`config.mk`:
```
export PLATFORM = sky130hd
export DESIGN_NAME = uart_frame_loader_flat
export DESIGN_NICKNAME = d
export VERILOG_FILES = /design/src/rtl/uart_frame_loader_if.sv /design/src/rtl/uart_frame_loader.sv /design/src/flat_wrapper.sv
export SDC_FILE = /design/constraint.sdc
export NUM_CORES = 1
export LEC_CHECK = 0
export BUFFER_PORTS_ARGS = -buffer_cell sky130_fd_sc_hd__buf_4
export CAP_MARGIN = 10
export CELL_PAD_IN_SITES_DETAIL_PLACEMENT = 2
export CELL_PAD_IN_SITES_GLOBAL_PLACEMENT = 2
export CORE_ASPECT_RATIO = 0.75
export CORE_MARGIN = 2
export CORE_UTILIZATION = 42
export DETAILED_ROUTE_END_ITERATION = 7
export HOLD_SLACK_MARGIN = 0.06
export PLACE_DENSITY = 0.87
export SLEW_MARGIN = 40
export SYNTH_ARGS = -nofsm -noshare
export SYNTH_HDL_FRONTEND = slang
export SYNTH_SLANG_ARGS = --single-unit
```
`constraint.sdc`:
```
create_clock -name clk -period 3.6 [get_ports clk]
set_clock_uncertainty 0.15 [all_clocks]
set_input_delay 0.18 -clock clk [delete_from_list [all_inputs] [get_ports clk]]
set_output_delay 0.18 -clock clk [all_outputs]
set_load 0.01 [all_outputs]
```
`src/rtl/uart_frame_loader_if.sv`:
```
// Byte-in / write-out bundle between the UART receiver, the frame loader and the SoC write mux.
`timescale 1ns/1ps
interface uart_frame_loader_if #(
  parameter int unsigned WIDTH_A = 32,
  parameter int unsigned WIDTH_D = 32
);
  logic               rx_valid;
  logic [7:0]         rx_data;
  logic               wr_en;
  logic [WIDTH_A-1:0] wr_addr;
  logic [WIDTH_D-1:0] wr_data;
  logic               busy;
  logic               err_end;
  logic               err_sum;
  logic               err_timeout;

  // Byte source / write sink side (host model, SoC glue)
  modport master (
    output rx_valid, rx_data,
    input  wr_en, wr_addr, wr_data, busy, err_end, err_sum, err_timeout
  );

  // Frame decoder side
  modport slave (
    input  rx_valid, rx_data,
    output wr_en, wr_addr, wr_data, busy, err_end, err_sum, err_timeout
  );
endinterface

```
`src/rtl/uart_frame_loader.sv`:
```
// Decodes single (0xAA) and checksummed burst (0xAB) loader frames from a UART byte
// stream into one-cycle write strobes, with an inter-byte timeout for resync.
`timescale 1ns/1ps
module uart_frame_loader #(
  parameter int unsigned WIDTH_A       = 32,
  parameter int unsigned WIDTH_D       = 32,
  parameter int unsigned TIMEOUT       = 50000,
  parameter int unsigned COUNTER_WIDTH = 16
) (
  input  logic                 clk,
  input  logic                 reset,
  uart_frame_loader_if.slave   bus
);

  localparam int unsigned ABYTES = WIDTH_A / 8;
  localparam int unsigned DBYTES = WIDTH_D / 8;
  localparam int unsigned MAXB   = (ABYTES > DBYTES) ? ABYTES : DBYTES;
  localparam int unsigned BCNT_W = $clog2(MAXB + 1);

  localparam logic [7:0] START_SINGLE = 8'hAA;
  localparam logic [7:0] START_BURST  = 8'hAB;
  localparam logic [7:0] END_BYTE     = 8'h55;

  typedef enum logic [2:0] {
    S_IDLE,
    S_ADDR,
    S_COUNT,
    S_DATA,
    S_SUM,
    S_END
  } state_t;

  state_t                   state, state_d;
  logic [BCNT_W-1:0]        bcnt, bcnt_d;
  logic [7:0]               wcnt, wcnt_d;
  logic [WIDTH_A-1:0]       addr_q, addr_d;
  logic [WIDTH_D-1:0]       data_q, data_d;
  logic [7:0]               sum_q, sum_d;
  logic                     burst_q, burst_d;
  logic [COUNTER_WIDTH-1:0] tcnt, tcnt_d;

  logic                     wr_en_q, wr_en_d;
  logic [WIDTH_A-1:0]       wr_addr_q, wr_addr_d;
  logic [WIDTH_D-1:0]       wr_data_q, wr_data_d;
  logic                     busy_q, busy_d;
  logic                     err_end_q, err_end_d;
  logic                     err_sum_q, err_sum_d;
  logic                     err_timeout_q, err_timeout_d;

  logic [WIDTH_A-1:0]       addr_shift;
  logic [WIDTH_D-1:0]       data_shift;

  // Fields arrive LSB first: each new byte enters at the top and earlier bytes move down
  assign addr_shift = (addr_q >> 8) | (WIDTH_A'(bus.rx_data) << (WIDTH_A - 8));
  assign data_shift = (data_q >> 8) | (WIDTH_D'(bus.rx_data) << (WIDTH_D - 8));

  // Next-state, datapath and registered-output next values
  always_comb begin
    state_d       = state;
    bcnt_d        = bcnt;
    wcnt_d        = wcnt;
    addr_d        = addr_q;
    data_d        = data_q;
    sum_d         = sum_q;
    burst_d       = burst_q;
    tcnt_d        = tcnt;
    wr_en_d       = 1'b0;
    wr_addr_d     = wr_addr_q;
    wr_data_d     = wr_data_q;
    err_end_d     = 1'b0;
    err_sum_d     = 1'b0;
    err_timeout_d = 1'b0;

    if (state == S_IDLE || bus.rx_valid) begin
      tcnt_d = '0;
    end else begin
      tcnt_d = tcnt + COUNTER_WIDTH'(1);
    end

    if (bus.rx_valid) begin
      unique case (state)
        S_IDLE: begin
          if (bus.rx_data == START_SINGLE || bus.rx_data == START_BURST) begin
            state_d = S_ADDR;
            burst_d = (bus.rx_data == START_BURST);
            bcnt_d  = '0;
            sum_d   = '0;
          end
        end
        S_ADDR: begin
          addr_d = addr_shift;
          sum_d  = sum_q + bus.rx_data;
          if (bcnt == BCNT_W'(ABYTES - 1)) begin
            bcnt_d  = '0;
            state_d = burst_q ? S_COUNT : S_DATA;
          end else begin
            bcnt_d = bcnt + BCNT_W'(1);
          end
        end
        S_COUNT: begin
          wcnt_d  = bus.rx_data;
          sum_d   = sum_q + bus.rx_data;
          bcnt_d  = '0;
          state_d = S_DATA;
        end
        S_DATA: begin
          data_d = data_shift;
          sum_d  = sum_q + bus.rx_data;
          if (bcnt == BCNT_W'(DBYTES - 1)) begin
            bcnt_d = '0;
            if (burst_q) begin
              // Count 0 wraps to 255 on the first word, so 0 encodes 256 words
              wr_en_d   = 1'b1;
              wr_addr_d = addr_q;
              wr_data_d = data_shift;
              addr_d    = addr_q + WIDTH_A'(1);
              wcnt_d    = wcnt - 8'd1;
              if (wcnt == 8'd1) begin
                state_d = S_SUM;
              end
            end else begin
              state_d = S_END;
            end
          end else begin
            bcnt_d = bcnt + BCNT_W'(1);
          end
        end
        S_SUM: begin
          err_sum_d = (bus.rx_data != sum_q);
          state_d   = S_END;
        end
        S_END: begin
          if (bus.rx_data == END_BYTE) begin
            if (!burst_q) begin
              wr_en_d   = 1'b1;
              wr_addr_d = addr_q;
              wr_data_d = data_q;
            end
          end else begin
            err_end_d = 1'b1;
          end
          state_d = S_IDLE;
        end
        default: state_d = S_IDLE;
      endcase
    end else if (state != S_IDLE && tcnt == COUNTER_WIDTH'(TIMEOUT - 1)) begin
      state_d       = S_IDLE;
      err_timeout_d = 1'b1;
      tcnt_d        = '0;
    end

    busy_d = (state_d != S_IDLE);
  end

  // State, datapath and output registers
  always_ff @(posedge clk or negedge reset) begin
    if (!reset) begin
      state         <= S_IDLE;
      bcnt          <= '0;
      wcnt          <= '0;
      addr_q        <= '0;
      data_q        <= '0;
      sum_q         <= '0;
      burst_q       <= 1'b0;
      tcnt          <= '0;
      wr_en_q       <= 1'b0;
      wr_addr_q     <= '0;
      wr_data_q     <= '0;
      busy_q        <= 1'b0;
      err_end_q     <= 1'b0;
      err_sum_q     <= 1'b0;
      err_timeout_q <= 1'b0;
    end else begin
      state         <= state_d;
      bcnt          <= bcnt_d;
      wcnt          <= wcnt_d;
      addr_q        <= addr_d;
      data_q        <= data_d;
      sum_q         <= sum_d;
      burst_q       <= burst_d;
      tcnt          <= tcnt_d;
      wr_en_q       <= wr_en_d;
      wr_addr_q     <= wr_addr_d;
      wr_data_q     <= wr_data_d;
      busy_q        <= busy_d;
      err_end_q     <= err_end_d;
      err_sum_q     <= err_sum_d;
      err_timeout_q <= err_timeout_d;
    end
  end

  assign bus.wr_en       = wr_en_q;
  assign bus.wr_addr     = wr_addr_q;
  assign bus.wr_data     = wr_data_q;
  assign bus.busy        = busy_q;
  assign bus.err_end     = err_end_q;
  assign bus.err_sum     = err_sum_q;
  assign bus.err_timeout = err_timeout_q;

endmodule

```
`src/flat_wrapper.sv`:
```
// flat-port wrapper written by rule: the top's interface ports become plain ports
module uart_frame_loader_flat 
#(
  parameter int unsigned WIDTH_A       = 32,
  parameter int unsigned WIDTH_D       = 32,
  parameter int unsigned TIMEOUT       = 50000,
  parameter int unsigned COUNTER_WIDTH = 16
)
  (clk, reset, bus_rx_valid, bus_rx_data, bus_wr_en, bus_wr_addr, bus_wr_data, bus_busy, bus_err_end, bus_err_sum, bus_err_timeout);
  uart_frame_loader_if #(.WIDTH_A(WIDTH_A), .WIDTH_D(WIDTH_D)) bus_i ();
  input  logic clk;
  input  logic reset;
  input wire logic [$bits(bus_i.rx_valid)-1:0] bus_rx_valid;
  input wire logic [$bits(bus_i.rx_data)-1:0] bus_rx_data;
  output wire logic [$bits(bus_i.wr_en)-1:0] bus_wr_en;
  output wire logic [$bits(bus_i.wr_addr)-1:0] bus_wr_addr;
  output wire logic [$bits(bus_i.wr_data)-1:0] bus_wr_data;
  output wire logic [$bits(bus_i.busy)-1:0] bus_busy;
  output wire logic [$bits(bus_i.err_end)-1:0] bus_err_end;
  output wire logic [$bits(bus_i.err_sum)-1:0] bus_err_sum;
  output wire logic [$bits(bus_i.err_timeout)-1:0] bus_err_timeout;
  assign bus_i.rx_valid = bus_rx_valid;
  assign bus_i.rx_data = bus_rx_data;
  assign bus_wr_en = bus_i.wr_en;
  assign bus_wr_addr = bus_i.wr_addr;
  assign bus_wr_data = bus_i.wr_data;
  assign bus_busy = bus_i.busy;
  assign bus_err_end = bus_i.err_end;
  assign bus_err_sum = bus_i.err_sum;
  assign bus_err_timeout = bus_i.err_timeout;
  uart_frame_loader #(.WIDTH_A(WIDTH_A), .WIDTH_D(WIDTH_D), .TIMEOUT(TIMEOUT), .COUNTER_WIDTH(COUNTER_WIDTH)) u_core (.clk(clk), .reset(reset), .bus(bus_i));
endmodule
```
==> metrics.yaml <==
status: "finished clean"
grt_max_degree: 99
slew_violations: 0
cts_root_buf: "clkbuf_16"
final_cell_mix: "dfrtp_1 (172), buf_4 (91), nand2_1 (82), o21ai_0 (67), mux2_2 (63)"
yosysTopAreaCell: "dfrtp_1"
hold_end: "u_core.bus.wr_data[22]$_DFFE_PN0P_"
vias: 6903
cts_tree: "done"
synth_top_area_share_pct: 51.62
place_ws_ns: 1.106
r2r_cells: 6
p_leak_nw: 4.733
rrSetupSlack_ns: 1.04
fmax_mhz: 390.2
whs_path_depth: 2
ys_warn_count: 0
antenna_cells: 0
layout.nets: 903
grt_pass1_wl_mm: 44.64
grt_pass1_vias: 7626
ir_drop_uv: 296.9
holdCritStartpoint: "u_core.bus.wr_data[22]$_DFFE_PN0P_"
dp_hpwl_mm: 17.40
syn2layout_area_growth_pct: 19.03
final_util_pct: 51.07
coreArea_um2: 19430
layout_setup_ws_ns: 1.037
synth-seq-cells: 172
final_common_cell: "dfrtp_1"
min_period_ns: 2.563
slew_headroom_pct: 49.53
ant_nets: 0
min_period_over_period_pct: 71.19
setup_tns_ns: 0
cts.reportedPaths.clkPinSlew_ns: 0.07
h-tree-depth: 4
start_util_pct: 42.90
path_class: "reg -> reg"
synth_edf_count: 0
hold_class: "reg -> reg"
cp-end-kind: "flip-flop"
drive_above_1_share_pct: 22.65
dieArea_um2: 21010
r2r-start: "u_core.addr_q[0]$_DFFE_PN0P_"
avgSynthCellArea_um2: 10.40
async_flop_share_pct: 100.0
netlist_area_um2: 8338
place_congestion: 0.8181
ys_types: 59
grt_usage_pct: 27.32
postCtsSetupBuffers: 0
cp_max_fo: 7
syn_inst: 802
synth_nets: 826
fp-row-count: 44
drc: 0
drt-vias-per-instance: 6.029
cts_inserted_buffers: 17
hold-worst-slack_ns: 0.3373
rsz0062_at_grt: "no"
worstMarginPinSlew_ns: 0.7562
synth_ff_type: "dfrtp_1"
overflow: 0
pwr_density_cell_nw_per_um2: 550.6
drtIter0Drc: 476
start_kind: "flip-flop"
ioPinCount: 80
setup_viol: 0
clk_latency_ns: 0.45
maxCapViolCount: 0
antenna_found_initial: 0
r2r_end: "u_core.addr_q[30]$_DFFE_PN0P_"
ys_top_cells_by_area: "dfrtp_1 (52%), mux2_2 (8.5%), o21ai_0 (4.0%)"
drt-pass1-iter-count: 4
cp_data_required_time_ns: 3.84
wire_per_inst_um: 24.40
dieHeight_um: 126.0
hold_viol_final: 0
ys_seq_area_share_pct: 51.62
cp.arrival_ns: 2.80
drt_wl_total_mm: 27.94
io_buffers: 79
die_x_um: 166.7
cts_sinks: 172
clk_path_buf_depth: 2
-- critical path, stage by stage, from the launching register on --
cell	delay [ns]
dfrtp_1	0.46
ha_1	0.25
nand2_1	0.17
or3_1	0.56
or4_1	0.59
a21oi_1	0.17
o22a_1	0.16
-- cell usage after synthesis (6+ instances only) --
cell type,number
a21oi_1,46
a2bb2oi_1,8
and2_1,6
and3_1,9
clkbuf_1,35
dfrtp_1,172
ha_1,12
inv_1,19
mux2_2,63
mux2i_1,33
nand2_1,82
nand3_1,34
nand4_1,19
nor2_1,47
nor3_1,15
nor4bb_1,6
o21ai_0,67
o22a_1,8
o22ai_1,13
or3_1,6
xnor2_1,7
xor2_1,11
-- flip-flops by register name, indices dropped and copies added, names as in the netlist --
register                flops
u_core.data_q              32
u_core.bus.busy             1
u_core.state                3
u_core.bus.err_end          1
u_core.bcnt                 3
u_core.bus.wr_addr         32
u_core.bus.err_sum          1
u_core.bus.wr_data         32
u_core.addr_q              32
u_core.bus.wr_en            1
u_core.burst_q              1
u_core.tcnt                16
u_core.sum_q                8
u_core.bus.err_timeout      1
u_core.wcnt                 8
-- how the worst max path moves through the flow --
stage | startpoint | endpoint | slack, ns | cells after the start
2_1_floorplan | u_core.wcnt[2]$_DFFE_PN0P_ | u_core.bus.busy$_DFF_PN0_ | 1.31 | 5
3_3_place_gp | u_core.wcnt[2]$_DFFE_PN0P_ | u_core.bus.busy$_DFF_PN0_ | 1.22 | 5
3_5_place_dp | u_core.state[0]$_DFF_PN0_ | u_core.addr_q[28]$_DFFE_PN0P_ | 1.11 | 6
4_1_cts | u_core.addr_q[0]$_DFFE_PN0P_ | u_core.addr_q[28]$_DFFE_PN0P_ | 1.03 | 6
5_1_grt | u_core.addr_q[0]$_DFFE_PN0P_ | u_core.addr_q[28]$_DFFE_PN0P_ | 0.84 | 6
6_report | u_core.addr_q[0]$_DFFE_PN0P_ | u_core.addr_q[30]$_DFFE_PN0P_ | 1.04 | 6
-- report_power, final --
| part | total (mW) | switching, mW | leakage (nW) | internal, mW |
|---|---|---|---|---|
| registers | 2.58 | 0.425 | 2.31 | 2.16 |
| logic | 1.02 | 0.603 | 2.14 | 0.414 |
| clock network | 1.86 | 0.847 | 0.284 | 1.02 |
-- what timing repair did --
action / CTS / global route
hold endpoints to repair: 107 / 23
hold buffers: 10 / 1
gates resized for setup: 0 / 0
-- per-layer routing --
metal | vias to the layer above | GRT usage [%] | part of all wire, %
met4 | 0 | 7.657 | 1.8
met5 | - | 0 | 0
met2 | 168 | 46.26 | 50
met1 | 3630 | 36.25 | 44
met3 | 45 | 5.028 | 3.9
li1 | 3060 | - | -
-- through the flow --
step | instances | cell area [um^2] | total power, mW
floorplan | 802 | 8338 | 3.108
global placement | 1101 | 9208 | 3.430
detailed placement | 1101 | 9208 | 3.541
CTS | 1143 | 9887 | 5.466
global route | 1145 | 9925 | 5.710
finish | 1145 | 9925 | 5.465
-- kinds of logic after synthesis --
family                   count (synthesis)  synth area share, %
XOR/XNOR                                18                1.891
multiplexers                            96                12.47
flip-flops                             172                51.62
AND/OR/NAND/NOR                        248                14.66
AO/OA/AOI/OAI                          187                13.79
buffers and inverters                   68                3.526
adder cells (fa/ha/maj)                 13                2.041
-- cell type report --
class	count	area, um^2
flip-flops and latches	172	4304
clock inverters	11	108.9
multi-input cells	562	3761
clock buffers	21	470.5
inverters	19	71.32
fillers	1950	9509
repair buffers	107	892.1
well taps	253	316.6
Power figures use the tool's default switching activity.
